### src/rtl/hex_display_scanner.sv
// Time-multiplexes one hex-to-7-segment decoder across DIGITS segment registers.
// A load captures value/blank and writes one digit per clock. HEX can also blink from a free-running prescaler.

module hex_seg_lane (
  input  logic       i_clk,
  input  logic       i_rst_n,
  input  logic       i_we,
  input  logic [6:0] i_pat,
  output logic [6:0] o_seg
);
  always_ff @(posedge i_clk or negedge i_rst_n)
    if (!i_rst_n)  o_seg <= 7'h7F;
    else if (i_we) o_seg <= i_pat;
endmodule

module hex_display_scanner #(
  parameter int DIGITS    = 8,
  parameter int BLINK_DIV = 25000000
) (
  input  logic                  i_clk,
  input  logic                  i_rst_n,
  input  logic                  i_load,
  input  logic [4*DIGITS-1:0]   i_value,
  input  logic [DIGITS-1:0]     i_blank,
  input  logic                  i_blink_en,
  output logic                  o_busy,
  output logic                  o_done,
  output logic [7*DIGITS-1:0]   o_hex
);
  localparam int IW = (DIGITS > 1) ? $clog2(DIGITS) : 1;
  localparam int PW = $clog2(BLINK_DIV);

  typedef enum logic {IDLE, SCAN} state_t;

  state_t                  r_state, w_state_nxt;
  logic [IW-1:0]           r_idx;
  logic [DIGITS-1:0][3:0]  r_nib_sh;
  logic [DIGITS-1:0]       r_blank_sh;
  logic                    r_busy, r_done;
  logic [PW-1:0]           r_pre;
  logic                    r_phase;
  logic                    w_cap, w_wr, w_last;
  logic [6:0]              w_pat;
  logic [DIGITS-1:0][6:0]  w_seg;

  function automatic logic [6:0] f_dec(input logic [3:0] n);
    case (n)
      4'h0: f_dec = 7'b0000001;  4'h1: f_dec = 7'b1001111;
      4'h2: f_dec = 7'b0010010;  4'h3: f_dec = 7'b0000110;
      4'h4: f_dec = 7'b1001100;  4'h5: f_dec = 7'b0100100;
      4'h6: f_dec = 7'b0100000;  4'h7: f_dec = 7'b0001111;
      4'h8: f_dec = 7'b0000000;  4'h9: f_dec = 7'b0001100;
      4'hA: f_dec = 7'b0001000;  4'hB: f_dec = 7'b1100000;
      4'hC: f_dec = 7'b0110001;  4'hD: f_dec = 7'b1000010;
      4'hE: f_dec = 7'b0110000;  default: f_dec = 7'b0111000;
    endcase
  endfunction

  always_ff @(posedge i_clk or negedge i_rst_n)
    if (!i_rst_n) r_state <= IDLE;
    else          r_state <= w_state_nxt;

  always_comb begin
    w_state_nxt = r_state;
    w_cap       = 1'b0;
    w_wr        = 1'b0;
    w_last      = 1'b0;
    case (r_state)
      IDLE: if (i_load) begin
        w_cap       = 1'b1;
        w_state_nxt = SCAN;
      end
      SCAN: begin
        w_wr = 1'b1;
        if (r_idx == IW'(DIGITS-1)) begin
          w_last      = 1'b1;
          w_state_nxt = IDLE;
        end
      end
      default: w_state_nxt = IDLE;
    endcase
  end

  // Shadow copies decouple the scan from live value/blank changes.
  always_ff @(posedge i_clk or negedge i_rst_n)
    if (!i_rst_n) begin
      r_idx      <= '0;
      r_nib_sh   <= '0;
      r_blank_sh <= '0;
      r_busy     <= 1'b0;
      r_done     <= 1'b0;
    end else begin
      r_done <= w_last;
      if (w_cap) begin
        r_nib_sh   <= i_value;
        r_blank_sh <= i_blank;
        r_idx      <= '0;
        r_busy     <= 1'b1;
      end else if (w_wr) begin
        r_idx  <= w_last ? '0 : r_idx + IW'(1);
        r_busy <= ~w_last;
      end
    end

  assign w_pat = r_blank_sh[r_idx] ? 7'h7F : f_dec(r_nib_sh[r_idx]);

  for (genvar k = 0; k < DIGITS; k++) begin : g_lane
    hex_seg_lane u_lane (
      .i_clk   (i_clk),
      .i_rst_n (i_rst_n),
      .i_we    (w_wr && (r_idx == IW'(k))),
      .i_pat   (w_pat),
      .o_seg   (w_seg[k])
    );
  end

  always_ff @(posedge i_clk or negedge i_rst_n)
    if (!i_rst_n) begin
      r_pre   <= '0;
      r_phase <= 1'b0;
    end else if (r_pre == PW'(BLINK_DIV-1)) begin
      r_pre   <= '0;
      r_phase <= ~r_phase;
    end else begin
      r_pre   <= r_pre + PW'(1);
    end

  assign o_busy = r_busy;
  assign o_done = r_done;
  assign o_hex  = w_seg | {7*DIGITS{i_blink_en & r_phase}};
endmodule

### config.mk
export PLATFORM = sky130hd
export DESIGN_NAME = hex_display_scanner
export DESIGN_NICKNAME = d
export VERILOG_FILES = /design/src/rtl/hex_display_scanner.sv
export SDC_FILE = /design/constraint.sdc
export NUM_CORES = 1
export LEC_CHECK = 0
export CAP_MARGIN = 20
export CORE_MARGIN = 4
export CORE_UTILIZATION = 35
export CTS_BUF_LIST = sky130_fd_sc_hd__clkbuf_8 sky130_fd_sc_hd__clkbuf_16
export DETAILED_ROUTE_END_ITERATION = 8
export PLACE_DENSITY = 0.54
export SETUP_SLACK_MARGIN = 0.2
export SLEW_MARGIN = 5
export SYNTH_ARGS = -nofsm -noshare
export SYNTH_HDL_FRONTEND = slang
export SYNTH_SLANG_ARGS = --single-unit
### constraint.sdc
create_clock -name i_clk -period 4.5 [get_ports i_clk]
set_clock_uncertainty 0.2 [all_clocks]
set_input_delay 0.9 -clock i_clk [delete_from_list [all_inputs] [get_ports i_clk]]
set_output_delay 0.9 -clock i_clk [all_outputs]
set_load 0.005 [all_outputs]
==> results_dict.tcl <==
set metrics [dict create \
    status "completed" \
    routed_wl_um 14300 \
    critical_path_required_ns 4.61 \
    postCtsSetupBuffers 0 \
    period_minus_slack_ns 3.71 \
    cts_hold_buf 0 \
    final_antenna_net_count 0 \
    crit_fanout 13 \
    synth_fp_nets 600 \
    grt_overflow 0 \
    antenna_found_initial 0 \
    hold_path_class "reg -> reg" \
    critical-path-top-delay-family "multiplexers" \
    rsz0062_at_grt "false" \
    synth_cell_type_count 43 \
    endpoint_kind "flop" \
    fmax_mhz 270 \
    cp_cell_sequence "mux4_1, mux2i_1, inv_1, ha_1, inv_1, mux2i_1, a211oi_2, o21ai_0" \
    die_area_um2 19600 \
    powerDensity_nw_per_um2 823 \
    gp_congestion 0.775 \
    hold_viol 0 \
    synth_seq_area_share_pct 53.6 \
    antenna_cells 0 \
    die_y_um 140 \
    drt-pass1-iter-count 5 \
    ctsResizeCount 0 \
    setup_viol 0 \
    grt_usage_pct 15.0 \
    maxCapViolCount 0 \
    slew-limit-headroom_pct 36.5 \
    crit_arrival_ns 3.82 \
    synth.avg_cell_area_um2 11.3 \
    core-area_um2 17200 \
    drc 0 \
    fin_crit_sh_pct 82.4 \
    grt_pass1_vias 4366 \
    slew_viol_final 0 \
    htreeDepth 4 \
    synth_top_area_share_pct 29.5 \
    root_buffer "clkbuf_16" \
    yosys_most_used_dff "dfrtp_1" \
    start_kind "flop" \
    r2r_slack_ns 0.79 \
    fp.dieW_um 140 \
    criticalPathCategory "reg -> reg" \
    ys_ff_latch 128 \
    timing.hold.ws_ns 0.266 \
    grt_pass1_wl_um 23300 \
    final_layout_size_suffix_gt1_share_pct 22.5 \
    clk-insertion-delay-late_ns 0.41 \
    cts_tree "yes" \
    row_count 48 \
    cts.sinks 128 \
    num-nets-final 706 \
    peakVddDrop_mv 0.389 \
    wl_per_cell_um 16.1 \
    synth_edf_count 0 \
    synth_top_cell_by_area "dfrtp_1" \
    netlist_area_um2 6110 \
    numCtsBuffers 17 \
    drt_iter0_drc 233 \
    cts.path.max_buffers 2 \
    grt_max_degree 74 \
    synthTopCellsByArea "dfrtp_1, dfstp_2, mux2_2, nand2b_1, nor2_1" \
    io_buffer_count 101 \
    path_clk_slew_ns 0.05 \
    leakagePower_nw 3.40 \
    slowest_delay_ns 0.70 \
    dpl.hpwl_um 10300 \
    via_per_inst 4.86 \
    syn2layout_area_growth_pct 30.3 \
    async_flop_share_pct 100 \
    yosys-top-cells-count "dfrtp_1, nor2_1, nand2b_1, dfstp_2, nand2_1" \
    yosysMostFrequentCell "dfrtp_1" \
    timing.setup.tns_ns 0 \
    vias 4309 \
    synth_cells 543 \
    ys.warnings.count 0 \
    worstMarginPinSlew_ns 0.949 \
    slowest_stage "dfrtp_1" \
    start_util_pct 35.6 \
    io_pins 102 \
    crit_buf_inv 2 \
]
-- registers in the layout, summed over array words and instances (netlist names) --
register,count
g_lane.u_lane.o_seg,56
r_blank_sh,8
r_state,1
r_phase,1
o_busy,1
r_idx,3
o_done,1
r_nib_sh,32
r_pre,25
-- tightest hold or removal path: stages (launching register included) --
cell,delay (ns)
dfstp_2,0.37
nand2_1,0.04
o21ai_1,0.05
-- metal layers --
layer / part of all wire, % / vias up / global-route usage, %
met5: 0 / - / 0
met1: 48 / 2102 / 20.6
met2: 46 / 108 / 23.1
met3: 4.4 / 15 / 3.65
li1: - / 2084 / -
met4: 1.4 / 0 / 5.35
-- area by class of cell --
cell class / count / area, um2
inverter: 11 / 41.3
multi-input combinational: 386 / 2730
tap: 225 / 282
timing repair buffer: 105 / 1050
sequential: 128 / 3270
clock inverter: 12 / 116
clock buffer: 20 / 467
fill: 1609 / 9220
-- logic make-up (layout without fill, tap and decap cells) --
logic type | count (synthesis) | count (layout) | synth area share (%)
multiplexers | 61 | 61 | 13.5
adder cells (fa/ha/maj) | 13 | 13 | 2.66
buffers and inverters | 29 | 148 | 1.92
flip-flops | 128 | 128 | 53.6
AND/OR/NAND/NOR | 218 | 218 | 17.6
AO/OA/AOI/OAI | 73 | 73 | 7.72
XOR/XNOR | 21 | 21 | 3.01
-- layout by cell type (no fill, tap or decap), types with 8 or more instances in the layout --
master	count
xor2_1	8
nor3_1	9
nand2_1	47
o21ai_0	29
xnor2_1	13
inv_1	11
clkdlybuf4s50_1	100
dfstp_2	56
a21oi_1	30
clkbuf_16	17
ha_1	13
nand2b_1	57
dfrtp_1	72
nor2_1	59
nand3_1	16
mux2_2	41
-- final timing paths --
path	depth (start not counted)	endpoint	start
worst max-delay path	8	g_lane[6].u_lane.o_seg[1]	r_idx[0]
worst min-delay path	2	g_lane[7].u_lane.o_seg[0]	g_lane[7].u_lane.o_seg[0]
worst max register to register	8	g_lane[6].u_lane.o_seg[1]	r_idx[0]
worst min register to register	2	g_lane[7].u_lane.o_seg[0]	g_lane[7].u_lane.o_seg[0]
max in group asynchronous	2	g_lane[4].u_lane.o_seg[0]	i_rst_n
min in group asynchronous	1	r_pre[11]	i_rst_n
-- metrics by stage --
| stage | cells | worst slack (ns) | instance area [um2] | util, % | power [mW] |
|---|---|---|---|---|---|
| floorplan | 543 | 1.61 | 6110 | - | 4.01 |
| global placement | 854 | 0.891 | 7360 | 42.8 | 5.20 |
| detailed placement | 854 | 0.759 | 7360 | 42.8 | 5.27 |
| CTS | 886 | 0.742 | 7940 | 46.2 | 6.64 |
| global route | 887 | 0.537 | 7960 | 46.3 | 6.99 |
| finish | 887 | 0.791 | 7960 | 46.3 | 6.55 |
-- report_power, final --
group,switching (mW),internal [mW]
registers,0.309,1.79
logic,1.65,1.46
clock network,0.493,0.849
total,2.45,4.10
(Power assumes the default switching activity.)
